### src/rtl/seg_pkg.sv
// Shared 7-segment constants and the team character table.
package seg_pkg;

    localparam int unsigned SEG_W      = 8;
    localparam int unsigned SEG_DP_BIT = 7;
    localparam int unsigned SEG_G_BIT  = 6;
    localparam int unsigned SEG_A_BIT  = 0;
    localparam int unsigned CODE_W     = 5;
    localparam int unsigned BLANK_CODE = 31;
    localparam logic [6:0]  SEG7_OFF   = 7'h7F;

    // Active-low g..a pattern: 0-9 digits, 10-30 letters, 31 blank.
    function automatic logic [6:0] char_to_seg7(input logic [CODE_W-1:0] code);
        logic [6:0] s;
        case (code)
            5'd0:    s = 7'h40;
            5'd1:    s = 7'h79;
            5'd2:    s = 7'h24;
            5'd3:    s = 7'h30;
            5'd4:    s = 7'h19;
            5'd5:    s = 7'h12;
            5'd6:    s = 7'h02;
            5'd7:    s = 7'h78;
            5'd8:    s = 7'h00;
            5'd9:    s = 7'h10;
            5'd10:   s = 7'h08; // A
            5'd11:   s = 7'h03; // b
            5'd12:   s = 7'h46; // C
            5'd13:   s = 7'h21; // d
            5'd14:   s = 7'h06; // E
            5'd15:   s = 7'h0E; // F
            5'd16:   s = 7'h42; // G
            5'd17:   s = 7'h09; // H
            5'd18:   s = 7'h79; // I
            5'd19:   s = 7'h61; // J
            5'd20:   s = 7'h47; // L
            5'd21:   s = 7'h2B; // n
            5'd22:   s = 7'h23; // o
            5'd23:   s = 7'h0C; // P
            5'd24:   s = 7'h18; // q
            5'd25:   s = 7'h2F; // r
            5'd26:   s = 7'h12; // S
            5'd27:   s = 7'h07; // t
            5'd28:   s = 7'h41; // U
            5'd29:   s = 7'h11; // y
            5'd30:   s = 7'h24; // Z
            default: s = SEG7_OFF;
        endcase
        return s;
    endfunction

endpackage

### src/rtl/seg_page_scanner_if.sv
// Control/data inputs and display outputs of the page scanner.
interface seg_page_scanner_if #(
    parameter int unsigned NUM_DIGITS = 4,
    parameter int unsigned NUM_PAGES  = 2,
    parameter int unsigned CHAR_W     = 5
);
    import seg_pkg::*;

    localparam int unsigned PAGE_W = (NUM_PAGES > 1) ? $clog2(NUM_PAGES) : 1;

    logic                             mode;
    logic                             step;
    logic                             blank_all;
    logic [NUM_PAGES-1:0]             page_valid;
    logic [NUM_PAGES*NUM_DIGITS*CHAR_W-1:0] page_chars;
    logic [NUM_PAGES*NUM_DIGITS-1:0]  page_dp;
    logic [NUM_DIGITS-1:0]            anode;
    logic [SEG_W-1:0]                 seg;
    logic [PAGE_W-1:0]                page_idx;
    logic                             page_tick;

    modport master (
        output mode, step, blank_all, page_valid, page_chars, page_dp,
        input  anode, seg, page_idx, page_tick
    );

    modport slave (
        input  mode, step, blank_all, page_valid, page_chars, page_dp,
        output anode, seg, page_idx, page_tick
    );

endinterface

### src/rtl/seg_char_decode.sv
// Character code plus decimal point to active-low 8-bit segment pattern.
module seg_char_decode
    import seg_pkg::*;
#(
    parameter int unsigned CHAR_W = 5
) (
    input  logic [CHAR_W-1:0] code,
    input  logic              dp,
    output logic [SEG_W-1:0]  seg_c
);

    logic in_table;

    // Codes above the table (only possible when CHAR_W > 5) render blank.
    always_comb begin
        in_table = (32'(code) <= BLANK_CODE);
        seg_c    = '1;
        seg_c[SEG_DP_BIT] = ~dp;
        seg_c[SEG_G_BIT:SEG_A_BIT] = in_table ? char_to_seg7(CODE_W'(code)) : SEG7_OFF;
    end

endmodule

### src/rtl/seg_page_scanner.sv
// Multi-page multiplexed 7-segment driver with auto/manual page rotation.
module seg_page_scanner
    import seg_pkg::*;
#(
    parameter int unsigned NUM_DIGITS  = 4,
    parameter int unsigned NUM_PAGES   = 2,
    parameter int unsigned CHAR_W      = 5,
    parameter int unsigned REFRESH_DIV = 100_000,
    parameter int unsigned DWELL_DIV   = 200_000_000
) (
    input  logic               clk,
    input  logic               reset,
    seg_page_scanner_if.slave  bus
);

    localparam int unsigned PAGE_W = (NUM_PAGES > 1) ? $clog2(NUM_PAGES) : 1;
    localparam int unsigned DIG_W  = $clog2(NUM_DIGITS);
    localparam int unsigned REF_W  = (REFRESH_DIV > 1) ? $clog2(REFRESH_DIV) : 1;
    localparam int unsigned DWL_W  = (DWELL_DIV > 1) ? $clog2(DWELL_DIV) : 1;

    logic [REF_W-1:0]      refresh_cnt_q, refresh_cnt_d;
    logic [DIG_W-1:0]      digit_idx_q, digit_idx_d;
    logic [DWL_W-1:0]      dwell_cnt_q, dwell_cnt_d;
    logic [PAGE_W-1:0]     page_idx_q, page_idx_d;
    logic                  page_tick_q, page_tick_d;
    logic                  mode_q, mode_d;
    logic [NUM_DIGITS-1:0] anode_q, anode_d;
    logic [SEG_W-1:0]      seg_q, seg_d;

    logic                  refresh_wrap, dwell_wrap, cur_valid, page_change, dark;
    logic                  nxt_found;
    logic [PAGE_W-1:0]     nxt_page, cand;
    logic [CHAR_W-1:0]     char_code;
    logic                  char_dp;
    logic [SEG_W-1:0]      seg_c;

    // First valid page after the current one, wrapping; excludes the current page.
    always_comb begin
        nxt_found = 1'b0;
        nxt_page  = page_idx_q;
        cand      = page_idx_q;
        for (int unsigned k = 1; k < NUM_PAGES; k++) begin
            cand = PAGE_W'((32'(page_idx_q) + k) % NUM_PAGES);
            if (!nxt_found && bus.page_valid[cand]) begin
                nxt_found = 1'b1;
                nxt_page  = cand;
            end
        end
    end

    // Digit mux selects from the registered page/digit so outputs never mix them.
    always_comb begin
        char_code = '0;
        char_dp   = 1'b0;
        for (int unsigned i = 0; i < NUM_PAGES * NUM_DIGITS; i++) begin
            if (i == 32'(page_idx_q) * NUM_DIGITS + 32'(digit_idx_q)) begin
                char_code = bus.page_chars[i*CHAR_W +: CHAR_W];
                char_dp   = bus.page_dp[i];
            end
        end
    end

    seg_char_decode #(.CHAR_W(CHAR_W)) u_decode (
        .code  (char_code),
        .dp    (char_dp),
        .seg_c (seg_c)
    );

    always_comb begin
        refresh_cnt_d = refresh_cnt_q + REF_W'(1);
        digit_idx_d   = digit_idx_q;
        dwell_cnt_d   = dwell_cnt_q + DWL_W'(1);
        page_idx_d    = page_idx_q;
        page_tick_d   = 1'b0;
        mode_d        = bus.mode;
        anode_d       = '1;
        seg_d         = '1;

        refresh_wrap = (refresh_cnt_q == REF_W'(REFRESH_DIV - 1));
        if (refresh_wrap) begin
            refresh_cnt_d = '0;
            digit_idx_d   = (digit_idx_q == DIG_W'(NUM_DIGITS - 1)) ? '0
                                                                    : digit_idx_q + DIG_W'(1);
        end

        // Invalid current page, dwell wrap and step all collapse into one advance.
        dwell_wrap  = !bus.mode && (dwell_cnt_q == DWL_W'(DWELL_DIV - 1));
        cur_valid   = bus.page_valid[page_idx_q];
        page_change = nxt_found && (!cur_valid || dwell_wrap || bus.step);
        if (page_change) begin
            page_idx_d  = nxt_page;
            page_tick_d = 1'b1;
        end

        if (page_change || dwell_wrap || bus.mode || (bus.mode != mode_q)) begin
            dwell_cnt_d = '0;
        end

        dark = bus.blank_all || (bus.page_valid == '0);
        if (!dark) begin
            anode_d = ~(NUM_DIGITS'(1) << digit_idx_q);
            seg_d   = seg_c;
        end
    end

    always_ff @(posedge clk) begin
        if (reset) begin
            refresh_cnt_q <= '0;
            digit_idx_q   <= '0;
            dwell_cnt_q   <= '0;
            page_idx_q    <= '0;
            page_tick_q   <= 1'b0;
            mode_q        <= 1'b0;
            anode_q       <= '1;
            seg_q         <= '1;
        end else begin
            refresh_cnt_q <= refresh_cnt_d;
            digit_idx_q   <= digit_idx_d;
            dwell_cnt_q   <= dwell_cnt_d;
            page_idx_q    <= page_idx_d;
            page_tick_q   <= page_tick_d;
            mode_q        <= mode_d;
            anode_q       <= anode_d;
            seg_q         <= seg_d;
        end
    end

    assign bus.anode     = anode_q;
    assign bus.seg       = seg_q;
    assign bus.page_idx  = page_idx_q;
    assign bus.page_tick = page_tick_q;

endmodule

### src/flat_wrapper.sv
// flat-port wrapper written by rule: the top's interface ports become plain ports
module seg_page_scanner_flat import seg_pkg::*;
#(
    parameter int unsigned NUM_DIGITS  = 4,
    parameter int unsigned NUM_PAGES   = 2,
    parameter int unsigned CHAR_W      = 5,
    parameter int unsigned REFRESH_DIV = 100_000,
    parameter int unsigned DWELL_DIV   = 200_000_000
)
  (clk, reset, bus_mode, bus_step, bus_blank_all, bus_page_valid, bus_page_chars, bus_page_dp, bus_anode, bus_seg, bus_page_idx, bus_page_tick);
  seg_page_scanner_if #(.NUM_DIGITS(NUM_DIGITS), .NUM_PAGES(NUM_PAGES), .CHAR_W(CHAR_W)) bus_i ();
  input  logic clk;
  input  logic reset;
  input wire logic [$bits(bus_i.mode)-1:0] bus_mode;
  input wire logic [$bits(bus_i.step)-1:0] bus_step;
  input wire logic [$bits(bus_i.blank_all)-1:0] bus_blank_all;
  input wire logic [$bits(bus_i.page_valid)-1:0] bus_page_valid;
  input wire logic [$bits(bus_i.page_chars)-1:0] bus_page_chars;
  input wire logic [$bits(bus_i.page_dp)-1:0] bus_page_dp;
  output wire logic [$bits(bus_i.anode)-1:0] bus_anode;
  output wire logic [$bits(bus_i.seg)-1:0] bus_seg;
  output wire logic [$bits(bus_i.page_idx)-1:0] bus_page_idx;
  output wire logic [$bits(bus_i.page_tick)-1:0] bus_page_tick;
  assign bus_i.mode = bus_mode;
  assign bus_i.step = bus_step;
  assign bus_i.blank_all = bus_blank_all;
  assign bus_i.page_valid = bus_page_valid;
  assign bus_i.page_chars = bus_page_chars;
  assign bus_i.page_dp = bus_page_dp;
  assign bus_anode = bus_i.anode;
  assign bus_seg = bus_i.seg;
  assign bus_page_idx = bus_i.page_idx;
  assign bus_page_tick = bus_i.page_tick;
  seg_page_scanner #(.NUM_DIGITS(NUM_DIGITS), .NUM_PAGES(NUM_PAGES), .CHAR_W(CHAR_W), .REFRESH_DIV(REFRESH_DIV), .DWELL_DIV(DWELL_DIV)) u_core (.clk(clk), .reset(reset), .bus(bus_i));
endmodule
### config.mk
export PLATFORM = sky130hd
export DESIGN_NAME = seg_page_scanner_flat
export DESIGN_NICKNAME = d
export VERILOG_FILES = /design/src/rtl/seg_pkg.sv /design/src/rtl/seg_page_scanner_if.sv /design/src/rtl/seg_char_decode.sv /design/src/rtl/seg_page_scanner.sv /design/src/flat_wrapper.sv
export SDC_FILE = /design/constraint.sdc
export NUM_CORES = 1
export LEC_CHECK = 0
export ABC_AREA = 1
export BUFFER_PORTS_ARGS = -buffer_cell sky130_fd_sc_hd__buf_2
export CORE_MARGIN = 4
export CORE_UTILIZATION = 58
export CTS_BUF_LIST = sky130_fd_sc_hd__clkbuf_2 sky130_fd_sc_hd__clkbuf_4 sky130_fd_sc_hd__clkbuf_8
export DETAILED_ROUTE_END_ITERATION = 8
export PLACE_DENSITY = 0.86
export SYNTH_ARGS = -nofsm -noshare
export SYNTH_HDL_FRONTEND = slang
export SYNTH_SLANG_ARGS = --single-unit
### constraint.sdc
create_clock -name clk -period 3.2 [get_ports clk]
set_input_delay 0.64 -clock clk [delete_from_list [all_inputs] [get_ports clk]]
set_output_delay 0.64 -clock clk [all_outputs]
set_load 0.01 [all_outputs]
* After elaboration in Yosys (flattened, before gate mapping)
Memories as Yosys holds them, arrays and structs flattened. A register that Yosys moved wholly into a read port is not among the register bits.
Cells that the tools add are included.
** Word-level totals
- Register bits :: 62
- Bits in read-only memories :: 224
- Output and inout port bits :: 14
- Word-level logic and storage cells :: 69
- Memories :: 1
** Memories
- (name not given) :: depth 32, bits a word 7, rd ports 1, clocked after memory_dff 1, write ports 0, RTL line seg_pkg.sv:15 : case (code)
** Cells by class
- Add/subtract/negate cells :: 5
- Magnitude comparators :: 2
- Equal/unequal tests :: 11
- Shift operators :: 1
- Multiplexer cells :: 23
- Bitwise gates (word level) :: 2
- Reductions and logical operators :: 16
** Operators by type and width (number)
- equality test 3 x 32 -> 1 bit (first input constant) :: 4
- equality test 2 x 32 -> 1 bit (first input constant) :: 2
- 2-to-1 mux 5 bit :: 8
- equality test 1 x 32 -> 1 bit (first input constant) :: 1
- zero test 32 bit :: 1
- adder 28 x 1 -> 28 bit (second input constant) :: 1
- equality test 28 bit (second input constant) :: 1
- adder 17 x 1 -> 17 bit (second input constant) :: 1
- equality test 17 bit (second input constant) :: 1
- 2-to-1 mux 1 bit :: 14
- logical OR 1 bit :: 6
- OR reduction 2 bit :: 3
- adder 3 x 2 -> 4 bit :: 1
- less-than comparator 1 x 2 -> 1 bit (second input constant) :: 2
- NOT 4 bit :: 1
- left shift 1 x 2 -> 4 bit (first input constant) :: 1
- adder 2 x 1 -> 2 bit (second input constant) :: 1
- equality test 2 bit (second input constant) :: 1
- logical AND 1 bit :: 2
- zero test 1 bit :: 2
- zero test 2 bit :: 1
- 2-to-1 mux 2 bit :: 1
- AND reduction 2 bit :: 1
- adder 1 bit (second input constant) :: 1
- other kinds (2) :: 2

* Logic depth before layout (Yosys ltp)
Gate-level depths: netlist (run 1).
- Depth in word-level cells :: 11
- Mapped depth :: 22
- Mapped depth without buffers :: 20

* Modules after synthesis
A second synthesis (run 1) with hierarchy kept.
** Unflattened totals
- Cells, all modules :: 638
- Area total of the unflattened synthesis :: 3951.3 um^2
** By module, submodules not included
- seg_page_scanner :: instances 1, cells an instance 538, area an instance 3443.3 um^2
- seg_char_decode :: instances 1, cells an instance 100, area an instance 508.0 um^2

* Worst setup path after synthesis (run 1)
OpenSTA, ideal clock, no wires.
- Path type :: reg2reg
- Start point :: reg u_core.digit_idx_q[1]
- End point :: reg u_core.seg_q[3], in the netlist u_core.bus.seg[3]
- Arrival :: 2194 ps
- Required time :: 3137 ps
- Slack :: 943 ps
- Cell stages (with the launch flop) :: 21
- Path buffers :: 1
- Clock period less this slack :: 2257 ps
- Cells stage by stage :: dfxtp_1 > inv_1 > ha_1 > buf_4 > inv_1 > nor2_2 > nand2_1 > nand2_1 > nand2_1 > nand2_1 > nand2_1 > nand2_1 > nand2_1 > a21oi_1 > ha_1 > nand3_1 > nand2_1 > nand2_1 > nand2_1 > nand2_1 > nand3_1
** Between the ends
- Word-level cells in the longest chain between the ends :: 10
- Elaborated cells on any way between the ends :: 17
- Those cells by class :: add/sub: 1; eq/ne: 7; mux: 8; reduce/logical: 1
** RTL lines
- start, declared :: RTL line seg_page_scanner.sv:22 : logic [DIG_W-1:0] digit_idx_q, digit_idx_d;
- start signal, assigned :: RTL line seg_page_scanner.sv:118 : digit_idx_q <= digit_idx_d;
- adder 3 x 2 -> 4 bit (*) :: RTL line seg_page_scanner.sv:56 : if (i == 32'(page_idx_q) * NUM_DIGITS + 32'(digit_idx_q)) begin
- zero test 32 bit :: RTL line seg_page_scanner.sv:56
- 2-to-1 mux 5 bit (7 in a row) :: RTL line seg_page_scanner.sv:56
- 2-to-1 mux 5 bit (*) :: RTL line seg_page_scanner.sv:56
- end, declared :: RTL line seg_page_scanner.sv:28 : logic [SEG_W-1:0] seg_q, seg_d;
Every way passes the cells marked *; elsewhere a longest branch is shown, timed or not.
A chain may end at the register's enable or synchronous reset.

* Final worst setup path (run 1)
- Start point :: reg u_core.digit_idx_q[1]
- End point :: reg u_core.seg_q[5], in the netlist u_core.bus.seg[5]
Same word-level chain as after synthesis.

==> run metrics, run 1 <==
post-route cell area=4300 um^2; die width=88.3 um; yosys warns=0; CTS max path bufs=2; Reg2Reg Depth=19; row cnt=29; Crit Reg-Reg Startpoint=u_core.digit_idx_q[1]; Min-Delay Startpoint=u_core.refresh_cnt_q[0]; Residual DRC=0; Synth area leader=dfxtp_1; startpoint type of the worst setup path=flip-flop; Syn Area/Cell=6.36 um^2; final hold violations=0; class of the worst hold path=reg -> reg; Synthesized Nets=658; share of cells above drive strength 1=16.0%; Synth top cells by count=nand2_1 (165), inv_1 (76), nor2_1 (72); minimum clock period after layout=2.80 ns; Post-DRT Antenna Nets=0; hold path depth=1; n_diodes=0; Clk pin slew, worst setup/hold paths=0.06 ns; met1 GRT Util=28.4%; post-CTS setup buffers=0; Resized cells post-CTS=0; setup violators final=0; drt total wl=9050 um; initial antenna violation count=1; Yosys reg bits=62; DRT Pass-1 Iters=7; pwr dens=393 nW/um^2; # IOs=69; GR Util met2=42.7%; Tot GR Track Use=24.4%; Crit. End Element=flip-flop; Yosys cell types=39; chip height=88.3 um; leakage power=2.02 nW; port bufs=68; sequential fraction of the synthesis area=33.2%; dpl hpwl=6710 um; status=finished, final reports clean; Finished Core Util=68.1%; M3 GR Usage=4.93%; critical path class=reg -> reg; hold-fix buffers at CTS=0; Slew Limit Headroom=61.9%; CTS Buf Count=9; CTS sink cnt=62; PnR Total Power=0.00169 W; Most Crowded Layer GR=met2; vias in the first global route=3612; RSZ-0062 raised after global routing=no; synth-to-layout area growth=14.8%; MaxCap Viol Count=0; number of synthesized flops with an enable pin=0; Layout Nets=727; Final Skew=0.00850 ns; CP Max Fanout=8; Skew-Pair Late Insertion Delay=0.34 ns; ys async rst share=0%; FF-to-FF End=u_core.bus.seg[5]; first-pass GRT wire length=15200 um; grt ovf=0; largest net degree at the start of global routing=17; Reg2Reg Setup Slack=0.40 ns; f_max=357 MHz; worst slew pin tran=0.572 ns; initial DRC count=206; hold slack=0.453 ns; Primary FF master, synth=dfxtp_1; clock root buffer master=clkbuf_8; CTS tree=done; vias per inst=5.28; Die ar.=7800 um^2; Mapped Cells=589; placement-stage cell area=4140 um^2; synth top area cells=dfxtp_1 (33%), nand2_1 (17%), nand3_1 (9.1%); area share of the largest cell type after synthesis=33.2%; worst IR drop on VDD=0.330 mV; Max Slew Vio Count=0; Synth Cell Area=3740 um^2; Post-Route Setup TNS=0 ns; Crit path required time=3.47 ns; endpoint of the worst hold path=u_core.refresh_cnt_q[0]; wire length per cell=12.3 um; Vias=3900; Starting Density=59.3%; Worst EP arrival=3.07 ns; RD Place Congestion=0.950; Tcrit/Tclk final=87.4%; H-tree depth=3; Fillers=554; cell with the most instances after synthesis=nand2_1; core area=6310 um^2
worst max-delay path by stage:
stage	from	endpoint	depth (start not counted)
after CTS	u_core.digit_idx_q[1]	u_core.bus.seg[5]	19
after global placement	u_core.digit_idx_q[0]	u_core.bus.seg[0]	18
after floorplan	u_core.digit_idx_q[1]	u_core.bus.seg[3]	20
after global routing	u_core.digit_idx_q[0]	u_core.bus.seg[4]	16
after detailed placement	u_core.digit_idx_q[1]	u_core.bus.seg[3]	19
final	u_core.digit_idx_q[1]	u_core.bus.seg[5]	19
kinds of logic (layout without fill, tap and decap cells):
family | Yosys count | after routing | synth area share [%]
buffers and inverters | 96 | 168 | 10.2
flip-flops | 62 | 62 | 33.2
XOR/XNOR | 9 | 9 | 2.11
AO/OA/AOI/OAI | 50 | 50 | 7.79
AND/OR/NAND/NOR | 358 | 358 | 42.0
adder cells (fa/ha/maj) | 14 | 14 | 4.68
sequential cells by signal, summed over array words and instances (netlist names):
signal,flops
u_core.bus.seg,8
u_core.mode_q,1
u_core.refresh_cnt_q,17
u_core.bus.anode,4
u_core.bus.page_idx,1
u_core.bus.page_tick,1
u_core.digit_idx_q,2
u_core.dwell_cnt_q,28
cell type report:
cell class | instances | area [um^2] | share of cell area, %
inverters | 82 | 308 | 7.16
well taps | 77 | 96.3 | 2.24
multi-input cells | 431 | 2120 | 49.3
repair buffers | 72 | 370 | 8.62
flip-flops and latches | 62 | 1240 | 28.9
clock inverters | 2 | 10.0 | 0.233
clock buffers | 12 | 153 | 3.55
per-stage QoR:
stage / std cells / worst slack [ns]
final: 738 / 0.402
after global routing: 738 / 0.0701
after CTS: 738 / 0.448
after detailed placement: 724 / 0.480
after global placement: 724 / 0.625
after floorplan: 589 / 0.943
critical path, cell delays in order, from the launching register on:
cell and delay (ns):
dfxtp_1 0.34, inv_1 0.08, ha_1 0.29, inv_1 0.14
nor2_2 0.18, nand2_1 0.08, nand2_1 0.07, nand2_1 0.04
nand2_1 0.06, nand2_1 0.05, nand2_1 0.06, nand2_1 0.08
a21oi_1 0.47, ha_1 0.34, inv_1 0.06, nand3_1 0.07
nand3_1 0.09, nand2_1 0.09, nand2_1 0.05, nand3_1 0.10
report_power, final:
group	total [W]	internal (W)	leakage, nW	switching (W)
sequential	0.000798	0.000788	0.503	0.00000983
clock	0.000588	0.000308	0.0889	0.000280
combinational	0.000305	0.000112	1.43	0.000193
metal layers:
| layer | wire (um) | vias up | part of all wire (%) |
|---|---|---|---|
| li1 | - | 2012 | - |
| met1 | 3830 | 1729 | 42 |
| met2 | 4230 | 139 | 47 |
| met3 | 785 | 18 | 8.7 |
| met4 | 199 | 2 | 2.2 |
| met5 | 7 | - | 0.077 |
placed cells by master (no fill, tap or decap), types with 2 or more instances in the layout:
cell type	instances
or2_1	2
o21a_1	2
nand3b_1	2
inv_2	4
nor4_1	2
nand2_1	165
clkbuf_8	10
clkbuf_4	2
nand2_2	4
a21oi_1	17
dfxtp_1	62
nand4_1	9
nor2_2	4
o211ai_1	4
or2_2	3
nand3_1	68
a211oi_1	3
inv_1	76
nor3_2	3
nor3_1	14
buf_2	68
buf_4	4
ha_1	14
nor3b_1	7
clkinv_1	2
clkinv_2	2
o21ai_0	15
nor2_1	72
o21ai_1	2
xor2_1	6
xnor2_1	3
No activity file was read; power rests on OpenSTA's default activity.
==> run 2: changes to the inputs <==
--- a/config.mk
+++ b/config.mk
@@ -8,10 +8,10 @@
 export ABC_AREA = 1
 export BUFFER_PORTS_ARGS = -buffer_cell sky130_fd_sc_hd__buf_2
 export CORE_MARGIN = 4
-export CORE_UTILIZATION = 58
+export CORE_UTILIZATION = 62
 export CTS_BUF_LIST = sky130_fd_sc_hd__clkbuf_2 sky130_fd_sc_hd__clkbuf_4 sky130_fd_sc_hd__clkbuf_8
 export DETAILED_ROUTE_END_ITERATION = 8
-export PLACE_DENSITY = 0.86
+export PLACE_DENSITY = 0.91
 export SYNTH_ARGS = -nofsm -noshare
 export SYNTH_HDL_FRONTEND = slang
 export SYNTH_SLANG_ARGS = --single-unit
==> constraint.sdc (replaced) <==
create_clock -name clk -period 3.4 [get_ports clk]
set_input_delay 0.68 -clock clk [delete_from_list [all_inputs] [get_ports clk]]
set_output_delay 0.68 -clock clk [all_outputs]
set_load 0.01 [all_outputs]
==> run metrics, run 2 (synthesis gave the netlist of run 1 again) <==
status=finished, final reports clean (unchanged); pwr dens=375 nW/um^2 (was 393 nW/um^2); Crit path required time=3.68 ns (was 3.47 ns); max FFs per register=28 (unchanged); CP delay by family, top=simple AND/OR/NAND/NOR gates (unchanged); critical path cell sequence=inv_1, ha_1, inv_1, nor2_2, nand2_1, nand2_1, nand2_1, nand2_1, nand2_1, nand2_1, nand2_1, a21oi_1, ha_1, nand3_1, nand2_1, nand2_1, nand2_1, nand2_1, nand3_1 (was inv_1, ha_1, inv_1, nor2_2, nand2_1, nand2_1, nand2_1, nand2_1, nand2_1, nand2_1, nand2_1, a21oi_1, ha_1, inv_1, nand3_1, nand3_1, nand2_1, nand2_1, nand3_1); Starting Density=63.6% (was 59.3%); Final Skew=0.00731 ns (was 0.00850 ns); port bufs=68 (unchanged); initial antenna violation count=0 (was 1); Crit. End Element=flip-flop (unchanged); Die ar.=7350 um^2 (was 7800 um^2); core area=5890 um^2 (was 6310 um^2); worst slew pin tran=0.577 ns (was 0.572 ns); row cnt=28 (was 29); critical path class=reg -> reg (unchanged); startpoint type of the worst setup path=flip-flop (unchanged); chip height=85.7 um (was 88.3 um); dpl hpwl=6800 um (was 6710 um); drt total wl=8910 um (was 9050 um); CTS tree=done (unchanged); Tcrit/Tclk final=80.7% (was 87.4%); Slew Limit Headroom=61.4% (was 61.9%); Resized cells post-CTS=0 (unchanged); grt ovf=0 (unchanged); cell mode on critical path=nand2_1 (unchanged); critical path's slowest cell=a21oi_1 (unchanged); Clk pin slew, worst setup/hold paths=0.07 ns (was 0.06 ns); share of cells above drive strength 1=16.3% (was 16.0%); Sw Share=29.2% (was 28.5%); final hold violations=0 (unchanged); post-CTS setup buffers=0 (unchanged); Gate power share=17.6% (was 18.1%); WP buf/inv=2 (was 3); worst IR drop on VDD=0.411 mV (was 0.330 mV); most common cell after layout, fill and taps aside=nand2_1 (unchanged); Post-Route Setup TNS=0 ns (unchanged); Biggest register=u_core.dwell_cnt_q (unchanged); initial DRC count=285 (was 206); setup violators final=0 (unchanged); f_max=365 MHz (was 357 MHz); Vias=3926 (was 3900); die width=85.7 um (was 88.3 um); RD Place Congestion=0.907 (was 0.950); largest net degree at the start of global routing=17 (unchanged); vias per inst=5.32 (was 5.28); Clock power frac=36.0% (was 34.8%); RSZ-0062 raised after global routing=no (unchanged); CTS Buf Count=9 (unchanged); Internal Dissipation=0.00114 W (was 0.00121 W); minimum clock period after layout=2.74 ns (was 2.80 ns); Max Slew Vio Count=0 (unchanged); Layout Nets=727 (unchanged); MaxCap Viol Count=0 (unchanged); CTS sink cnt=62 (unchanged); wire length per cell=12.1 um (was 12.3 um); Post-Layout Cell Count=738 (unchanged); synth-to-layout area growth=15.1% (was 14.8%); leakage power=2.02 nW (about the same); CP Max Fanout=8 (unchanged); switching component of the power=0.000471 W (was 0.000483 W); most frequent cells in the layout=nand2_1 (165), inv_1 (76), nor2_1 (72) (unchanged); Worst EP arrival=3.03 ns (was 3.07 ns); Post-DRT Antenna Nets=0 (unchanged); n_diodes=0 (unchanged); class of the worst hold path=reg -> reg (unchanged); # IOs=69 (unchanged); Tot GR Track Use=24.8% (was 24.4%); clock root buffer master=clkbuf_8 (unchanged); vias in the first global route=3643 (was 3612); max incr delay on CP=0.45 ns (was 0.47 ns); DRT Pass-1 Iters=5 (was 7); H-tree depth=3 (unchanged); Skew-Pair Late Insertion Delay=0.34 ns (about the same); hold-fix buffers at CTS=0 (unchanged); cell count after placement=722 (was 724); Residual DRC=0 (unchanged); first-pass GRT wire length=15100 um (was 15200 um); CTS max path bufs=2 (unchanged); Reg power frac=46.4% (was 47.2%)
[run 2: worst reg2reg max path, stage by stage (launching register included)]
cell and delay, ns:
dfxtp_1 0.34, inv_1 0.08, ha_1 0.28, inv_1 0.14, nor2_2 0.19, nand2_1 0.07, nand2_1 0.07, nand2_1 0.04
nand2_1 0.05, nand2_1 0.05, nand2_1 0.05, nand2_1 0.06, a21oi_1 0.45, ha_1 0.33, nand3_1 0.14, nand2_1 0.12
nand2_1 0.05, nand2_1 0.06, nand2_1 0.05, nand3_1 0.06
[run 2: worst paths after layout]
check / startpoint / end / slack (ns) / cells after the start
max: u_core.digit_idx_q[1] / u_core.bus.seg[0] / 0.66 / 19
min: u_core.dwell_cnt_q[0] / u_core.dwell_cnt_q[0] / 0.45 / 1
max reg2reg: u_core.digit_idx_q[1] / u_core.bus.seg[0] / 0.66 / 19
min reg2reg: u_core.dwell_cnt_q[0] / u_core.dwell_cnt_q[0] / 0.45 / 1
[run 2: layout make-up]
type	count	area [um^2]
Clock buffer	12	153
Clock inverter	4	22.5
Fill cell	477	1580
Inverter	82	308
Multi-Input combinational cell	431	2120
Sequential cell	62	1240
Tap cell	75	93.8
Timing Repair Buffer	72	370
[run 2: power by group through the flow]
stage / Sequential [W] / Clock, W / Combinational [W]
after floorplan: 0.000769 / 0 / 0.000194
after global placement: 0.000766 / 0 / 0.000276
after detailed placement: 0.000766 / 0 / 0.000276
after CTS: 0.000750 / 0.000592 / 0.000280
after global routing: 0.000751 / 0.000621 / 0.000324
final: 0.000750 / 0.000581 / 0.000284
[run 2: stage by stage]
| step | util, % | cell area [um^2] | hold slack, ns | setup WS (ns) | power [W] |
|---|---|---|---|---|---|
| after floorplan | - | 3740 | 0.418 | 1.14 | 0.000963 |
| after global placement | 70.2 | 4130 | 0.430 | 0.829 | 0.00104 |
| after detailed placement | 70.2 | 4130 | 0.437 | 0.758 | 0.00104 |
| after CTS | 73.2 | 4310 | 0.452 | 0.703 | 0.00162 |
| after global routing | 73.2 | 4310 | 0.474 | 0.307 | 0.00170 |
| final | 73.2 | 4310 | 0.450 | 0.657 | 0.00161 |
[run 2: metal layers]
layer	global-route usage (%)	vias up	share of wire, %
met4	9.06	0	1.7
met2	43.5	154	48
met3	6.15	20	7.6
li1	-	2011	-
met1	29.3	1741	43
met5	0	-	0
